$ cat config.mk
export PLATFORM = sky130hd
export DESIGN_NAME = pipe_skid_stage
export DESIGN_NICKNAME = d
export VERILOG_FILES = /design/src/rtl/pipe_pkg.sv /design/src/rtl/pipe_data_reg.sv /design/src/rtl/pipe_skid_stage.sv
export SDC_FILE = /design/constraint.sdc
export NUM_CORES = 1
export LEC_CHECK = 0
export ABC_AREA = 1
export BUFFER_PORTS_ARGS = -buffer_cell sky130_fd_sc_hd__buf_2
export CORE_AREA = 2 2 81 142
export DETAILED_ROUTE_END_ITERATION = 7
export DIE_AREA = 0 0 83 144
export MAX_ROUTING_LAYER = met4
export PLACE_DENSITY_LB_ADDON = 0.25
export SLEW_MARGIN = 20
export SYNTH_ARGS = -nofsm -noshare
export SYNTH_HDL_FRONTEND = slang
export SYNTH_HIERARCHICAL = 1
export SYNTH_SLANG_ARGS = --single-unit
$ cat constraint.sdc
create_clock -name clk -period 3.6 [get_ports clk]
set_input_delay 0.72 -clock clk [delete_from_list [all_inputs] [get_ports clk]]
set_output_delay 0.72 -clock clk [all_outputs]
set_load 0.01 [all_outputs]
$ cat src/rtl/pipe_pkg.sv
// Shared types and widths for the pipeline skid stage.
package pipe_pkg;

    localparam int unsigned OCC_W = 2;

    typedef enum logic [1:0] {
        EMPTY = 2'd0,
        BUSY  = 2'd1,
        FULL  = 2'd2
    } skid_state_t;

endpackage : pipe_pkg

$ cat src/rtl/pipe_data_reg.sv
// Payload register with load enable and async active-low clear.
module pipe_data_reg #(
    parameter int unsigned SZ = 64
) (
    input  logic          clk,
    input  logic          rst_n,
    input  logic          en,
    input  logic [SZ-1:0] d,
    output logic [SZ-1:0] q
);

    logic [SZ-1:0] data_q;
    logic [SZ-1:0] data_d;

    // Load new payload only when enabled, otherwise hold.
    always_comb begin
        data_d = data_q;
        if (en) begin
            data_d = d;
        end
    end

    // Payload storage, cleared by reset.
    always_ff @(posedge clk or negedge rst_n) begin
        if (!rst_n) begin
            data_q <= '0;
        end else begin
            data_q <= data_d;
        end
    end

    assign q = data_q;

endmodule : pipe_data_reg

$ cat src/rtl/pipe_skid_stage.sv
// Pipeline stage register with a two-entry skid buffer and synchronous flush.
module pipe_skid_stage
    import pipe_pkg::*;
#(
    parameter int unsigned SZ = 64
) (
    input  logic             clk,
    input  logic             reset_n,
    input  logic             flush,
    input  logic             in_valid,
    output logic             in_ready,
    input  logic [SZ-1:0]    in_data,
    output logic             out_valid,
    input  logic             out_ready,
    output logic [SZ-1:0]    out_data,
    output logic [OCC_W-1:0] occupancy
);

    skid_state_t      state_q;
    skid_state_t      state_d;
    logic             out_valid_q;
    logic             out_valid_d;
    logic             in_ready_q;
    logic             in_ready_d;
    logic [OCC_W-1:0] occupancy_q;
    logic [OCC_W-1:0] occupancy_d;

    logic             in_fire;
    logic             out_fire;
    logic             main_en;
    logic             skid_en;
    logic             main_from_skid;
    logic [SZ-1:0]    main_d;
    logic [SZ-1:0]    main_q;
    logic [SZ-1:0]    skid_q;

    // Handshakes use only registered status, so no combinational ready path.
    assign in_fire  = in_valid & in_ready_q;
    assign out_fire = out_valid_q & out_ready;

    // Next state, register load enables and registered status decode.
    always_comb begin
        state_d        = state_q;
        main_en        = 1'b0;
        skid_en        = 1'b0;
        main_from_skid = 1'b0;
        out_valid_d    = 1'b0;
        in_ready_d     = 1'b1;
        occupancy_d    = OCC_W'(0);

        case (state_q)
            EMPTY: begin
                if (in_fire) begin
                    state_d = BUSY;
                    main_en = 1'b1;
                end
            end
            BUSY: begin
                if (in_fire && out_fire) begin
                    main_en = 1'b1;
                end else if (in_fire) begin
                    state_d = FULL;
                    skid_en = 1'b1;
                end else if (out_fire) begin
                    state_d = EMPTY;
                end
            end
            FULL: begin
                if (out_fire) begin
                    state_d        = BUSY;
                    main_en        = 1'b1;
                    main_from_skid = 1'b1;
                end
            end
            default: begin
                state_d = EMPTY;
            end
        endcase

        // Flush wins: drop everything held, keep data registers untouched.
        if (flush) begin
            state_d = EMPTY;
            main_en = 1'b0;
            skid_en = 1'b0;
        end

        case (state_d)
            BUSY: begin
                out_valid_d = 1'b1;
                in_ready_d  = 1'b1;
                occupancy_d = OCC_W'(1);
            end
            FULL: begin
                out_valid_d = 1'b1;
                in_ready_d  = 1'b0;
                occupancy_d = OCC_W'(2);
            end
            default: begin
                out_valid_d = 1'b0;
                in_ready_d  = 1'b1;
                occupancy_d = OCC_W'(0);
            end
        endcase
    end

    // Main register source: refill from skid when draining FULL.
    assign main_d = main_from_skid ? skid_q : in_data;

    // State and status registers.
    always_ff @(posedge clk or negedge reset_n) begin
        if (!reset_n) begin
            state_q     <= EMPTY;
            out_valid_q <= 1'b0;
            in_ready_q  <= 1'b1;
            occupancy_q <= OCC_W'(0);
        end else begin
            state_q     <= state_d;
            out_valid_q <= out_valid_d;
            in_ready_q  <= in_ready_d;
            occupancy_q <= occupancy_d;
        end
    end

    pipe_data_reg #(.SZ(SZ)) u_main (
        .clk   (clk),
        .rst_n (reset_n),
        .en    (main_en),
        .d     (main_d),
        .q     (main_q)
    );

    pipe_data_reg #(.SZ(SZ)) u_skid (
        .clk   (clk),
        .rst_n (reset_n),
        .en    (skid_en),
        .d     (in_data),
        .q     (skid_q)
    );

    assign out_valid = out_valid_q;
    assign in_ready  = in_ready_q;
    assign occupancy = occupancy_q;
    assign out_data  = main_q;

endmodule : pipe_skid_stage

# Word-level counts from Yosys, hierarchy flattened
# Index checks and enable logic that the tools add are counted.
[totals]
reg_bits = 134
latchBits = 0
ramBits = 0
mem_bits_ro = 0
inputBits = 69
output_inout_bits = 68
wordCells = 35
mem_count = 0
[classes]
add_sub_neg = 0
mul = 0
div_mod_pow = 0
magnitude_cmp = 0
eq_ne = 4
n_shift = 0
mux = 20
bitwise_logic = 2
reduce_logical = 3
[op_table]
columns = ["cell", "count"]
rows = [
  ["64-bit two-way mux", 1],
  ["2-bit two-way mux", 6],
  ["1-bit two-way mux", 10],
  ["2-bit case mux with 3 select lines", 1],
  ["2-bit by 1-bit equality test with 1-bit output, second input constant", 2],
  ["2-bit equality test, second input constant", 2],
  ["2-bit case mux with 2 select lines", 1],
  ["1-bit case mux with 3 select lines", 1],
  ["1-bit AND", 2],
  ["2-bit logical NOT", 1],
  ["2-bit OR reduction", 1],
  ["1-bit logical AND", 1],
]

# Logic depth before layout (Yosys ltp)
[logic_depth]
ltp_word = 9
ltp_mapped = 11
ltp_nobuf = 9

# Hierarchy
# The synthesis kept the hierarchy.
[modules_own_cells]
columns = ["module", "n_inst", "cells_each", "area_per_inst_um2", "seq_area_each_um2"]
rows = [
  ["pipe_data_reg", 2, 270, 2446.1, 1601.5],
  ["pipe_skid_stage", 1, 252, 1270.0, 151.4],
]

# Worst setup path after synthesis
# No wires, ideal clock.
[synth_timing]
kind = "input to register"
startpoint = "input out_ready"
endpoint = "register u_main.data_q[10], in the netlist u_main/q[10]"
setup_time_ns = 0.117
arrival_ns = 1.616
required_time_ns = 3.483
path_slack_ns = 1.867
cell_stages = 11
path_buffers = 3
cell_sequence = "nand2_1 -> inv_1 -> nand2_1 -> buf_6 -> nand2_1 -> nand2_1 -> inv_1 -> buf_4 -> clkbuf_8 -> nand2_1 -> nand2_1"
[synth_between]
elab_chain_cells = 5
word_cells_on_any_way = 8
classes_between = "mux: 6; bitwise: 1; reduce/logical: 1"
[synth_lines]
columns = ["element", "line", "text"]
rows = [
  ["from (decl)", "pipe_skid_stage.sv:14", "input logic out_ready,"],
  ["1-bit AND (*)", "pipe_skid_stage.sv:39", "assign out_fire = out_valid_q & out_ready;"],
  ["1-bit logical AND", "pipe_skid_stage.sv:59", "if (in_fire && out_fire) begin"],
  ["1-bit two-way mux", "pipe_skid_stage.sv:59", ""],
  ["1-bit case mux with 3 select lines (*)", "pipe_skid_stage.sv:51", "case (state_q)"],
  ["1-bit two-way mux (*)", "pipe_skid_stage.sv:81", "if (flush) begin"],
  ["named net main_en", "pipe_skid_stage.sv:30", "logic main_en;"],
  ["to (signal assigned)", "pipe_data_reg.sv:28", "data_q <= data_d;"],
  ["to (decl)", "pipe_data_reg.sv:12", "logic [SZ-1:0] data_q;"],
]
# The timed path passes the listed nets; every way through them passes the cells marked *.
# A chain may end at the register's enable or synchronous reset.

# Worst setup path in the final report
[layout_timing]
startpoint = "register in_ready_q, in the netlist in_ready"
endpoint = "register u_skid.data_q[58], in the netlist u_skid/q[58]"
[layout_between]
elab_chain_cells = 5
word_cells_on_any_way = 6
classes_between = "mux: 4; bitwise: 1; reduce/logical: 1"
[layout_lines]
columns = ["element", "line", "text"]
rows = [
  ["from (decl)", "pipe_skid_stage.sv:23", "logic in_ready_q;"],
  ["from (signal assigned)", "pipe_skid_stage.sv:119", "in_ready_q <= in_ready_d;"],
  ["1-bit AND (*)", "pipe_skid_stage.sv:38", "assign in_fire = in_valid & in_ready_q;"],
  ["1-bit two-way mux or 1-bit logical AND (tied branches)", "pipe_skid_stage.sv:61, pipe_skid_stage.sv:59", ""],
  ["1-bit two-way mux (*)", "pipe_skid_stage.sv:59", ""],
  ["1-bit two-way mux (*)", "pipe_skid_stage.sv:51", ""],
  ["1-bit two-way mux (*)", "pipe_skid_stage.sv:81", ""],
  ["named net skid_en", "pipe_skid_stage.sv:31", "logic skid_en;"],
  ["to (signal assigned)", "pipe_data_reg.sv:28", ""],
  ["to (decl)", "pipe_data_reg.sv:12", ""],
]
# Marks and branches as above.

==> metrics.yaml <==
cells_and_area:
  fill_cells: 971
  area_growth_pct: 18.6
  stdcell_area_um2: 7310
  nets: 980
  multi_input_area_um2: 2370
  diodes: 0
  drive_gt1_share_pct: 20.0
  register_area_um2: 3350
timing:
  setup_tns_ns: 0
  fin_crit_sh_pct: 59.3
  fmax_mhz: 469
  maxSlewViolCount: 0
  final.setup_skew_ns: 0.00876
  period_needed_ns: 2.13
  worstMarginPinSlew_ns: 0.904
  rsz0062_at_grt: "no"
  max-slew-margin-rel_pct: 39.7
  hold_viol: 0
  hold_slack_ns: 0.327
  finalSetupViolations: 0
flow_run:
  drv_cap: 0
power:
  vdd_drop_max_v: 0.000400
  p_per_area_nw_per_um2: 710
  p_leak_uw: 0.00431
logic_synthesis:
  ys_types: 16
  ys_seq_area_share_pct: 54.4
  netlist_area_um2: 6160
  syn_area_per_cell_um2: 7.78
  synthCells: 792
  synth.net_count: 864
  ys_warn_count: 6
  ys_ff_latch: 134
outcome:
  run_status: "completed"
clock_tree:
  clk_latency_ns: 0.41
  cts_buffers: 17
  htreeDepth: 4
  clkSinkCount: 134
  cts_tree: "built"
  postCtsHoldBufs: 0
  cts.clk_slew.worst_paths_ns: 0.06
  cts_resized: 0
  cts_buffer_depth: 2
  cts_root_buf: "clkbuf_16"
  cts_setup_buffers: 0
critical_path:
  path_max_fanout: 64
  r2r.worst_path.cells: 7
  worstSetupEndpointType: "flop"
  crit_required_ns: 3.87
  worst-setup-path-type: "reg2reg"
  arrival_ns: 2.41
  worstSetupStartpointType: "flop"
floorplanning:
  die_w_um: 83
  core_um2: 10900
  fp-row-count: 51
  start_util_pct: 56.5
  ios: 137
  die_area_um2: 12000
  die_y_um: 144
placed_design:
  hpwl_um: 8570
  placed_area_um2: 6710
  portBuffers: 136
  place.gp.congestion: 0.798
drt:
  drt-total-wl_um: 14600
  ant_nets: 0
  drtIter0Drc: 367
  vias: 5309
  wl_per_cell_um: 13.9
  firstDrtPassIters: 5
  vias_per_cell: 5.05
  drc: 0
global_routing:
  overflow: 0
  antenna_found_initial: 0
  grt_first_pass_wirelength_um: 24100
  grt_max_degree: 79
  track_usage_pct: 25.7
  grt_pass1_vias: 5112
min_path:
  hp-class: "in2async"
path summary, 6_finish.rpt:
path,start,endpoint,slack [ns]
min reg2reg,u_main/q[37],u_main/q[37],0.46
max reg2reg,in_ready,u_skid/q[58],1.47
max in group asynchronous,reset_n,u_main/q[26],2.47
min,reset_n,u_main/q[43],0.33
max,in_ready,u_skid/q[58],1.47
min in group clk,u_main/q[37],u_main/q[37],0.46
per-stage QoR:
stage | power (uW) | setup slack (ns) | instances | util (%)
floorplan | 3020 | 1.87 | 792 | -
global placement | 3420 | 1.40 | 1021 | 61.4
detailed placement | 3470 | 1.37 | 1021 | 61.4
CTS | 5230 | 1.68 | 1052 | 67.0
global route | 5510 | 1.27 | 1052 | 67.0
finish | 5190 | 1.47 | 1052 | 67.0
registers in the layout (all words and copies together), names as in the netlist:
signal and cells:
u_main/q 64, u_skid/q 64, occupancy 2, state_q 2, in_ready 1, out_valid 1
cell usage in the layout (no fill, tap or decap):
| cell type | netlist | routed |
|---|---|---|
| nor2_1 | 3 | 2 |
| nor2_4 | 0 | 2 |
| buf_6 | 6 | 1 |
| inv_1 | 11 | 9 |
| clkbuf_16 | 0 | 17 |
| buf_12 | 0 | 1 |
| a21oi_2 | 1 | 1 |
| clkbuf_1 | 1 | 1 |
| dfrtp_1 | 133 | 133 |
| clkinvlp_4 | 0 | 3 |
| nand2_2 | 0 | 1 |
| dfstp_2 | 1 | 1 |
| a21oi_1 | 1 | 1 |
| buf_4 | 8 | 7 |
| nand2_1 | 522 | 521 |
| clkinv_2 | 0 | 3 |
| nand3_1 | 66 | 66 |
| inv_2 | 3 | 4 |
| clkbuf_8 | 12 | 6 |
| ha_1 | 3 | 3 |
| bufinv_16 | 0 | 2 |
| buf_2 | 20 | 135 |
layout make-up:
class,count,share of cell area [%]
repair buffers,144,10.4
inverters,14,0.736
clock buffers,24,7.00
clock inverters,7,1.27
well taps,132,2.26
flip-flops and latches,134,45.9
multi-input cells,597,32.5
metal layers:
metal | GRT usage, % | share of wire [%] | vias up
li1 | - | - | 2640
met1 | 30.4 | 40 | 2442
met2 | 42.7 | 52 | 203
met3 | 5.71 | 5.9 | 24
met4 | 11.0 | 2.3 | 0
met5 | - | 0 | -
cells in the mapped netlist (all sizes together):
cell    count  area (um2)
inv        14        52.6
buf        34         228
a21oi       2        13.8
dfrtp     133        3330
nand2     522        1960
nand3      66         330
nor2        4        17.5
clkbuf     13         169
dfstp       1        26.3
ha          3        37.5
critical path, cell delays in order, from the launching register on:
cell	delay, ns
dfstp_2	0.53
nand2_1	0.04
inv_1	0.08
nand3_1	0.15
nor2_4	0.14
clkinv_2	0.70
nand2_1	0.26
nand2_1	0.10
power by group:
group | internal, uW | switching [uW]
sequential | 2060 | 305
combinational | 419 | 671
clock | 1120 | 612
logic make-up (layout without fill, tap and decap cells):
group / after synthesis / after routing / share of synthesized area [%]
compound gates: 2 / 2 / 0.223
fa+ha+maj: 3 / 3 / 0.609
buf+inv: 61 / 189 / 7.29
flops: 134 / 134 / 54.4
simple gates: 592 / 592 / 37.4
Note: power is estimated with default switching activity, not from simulation.
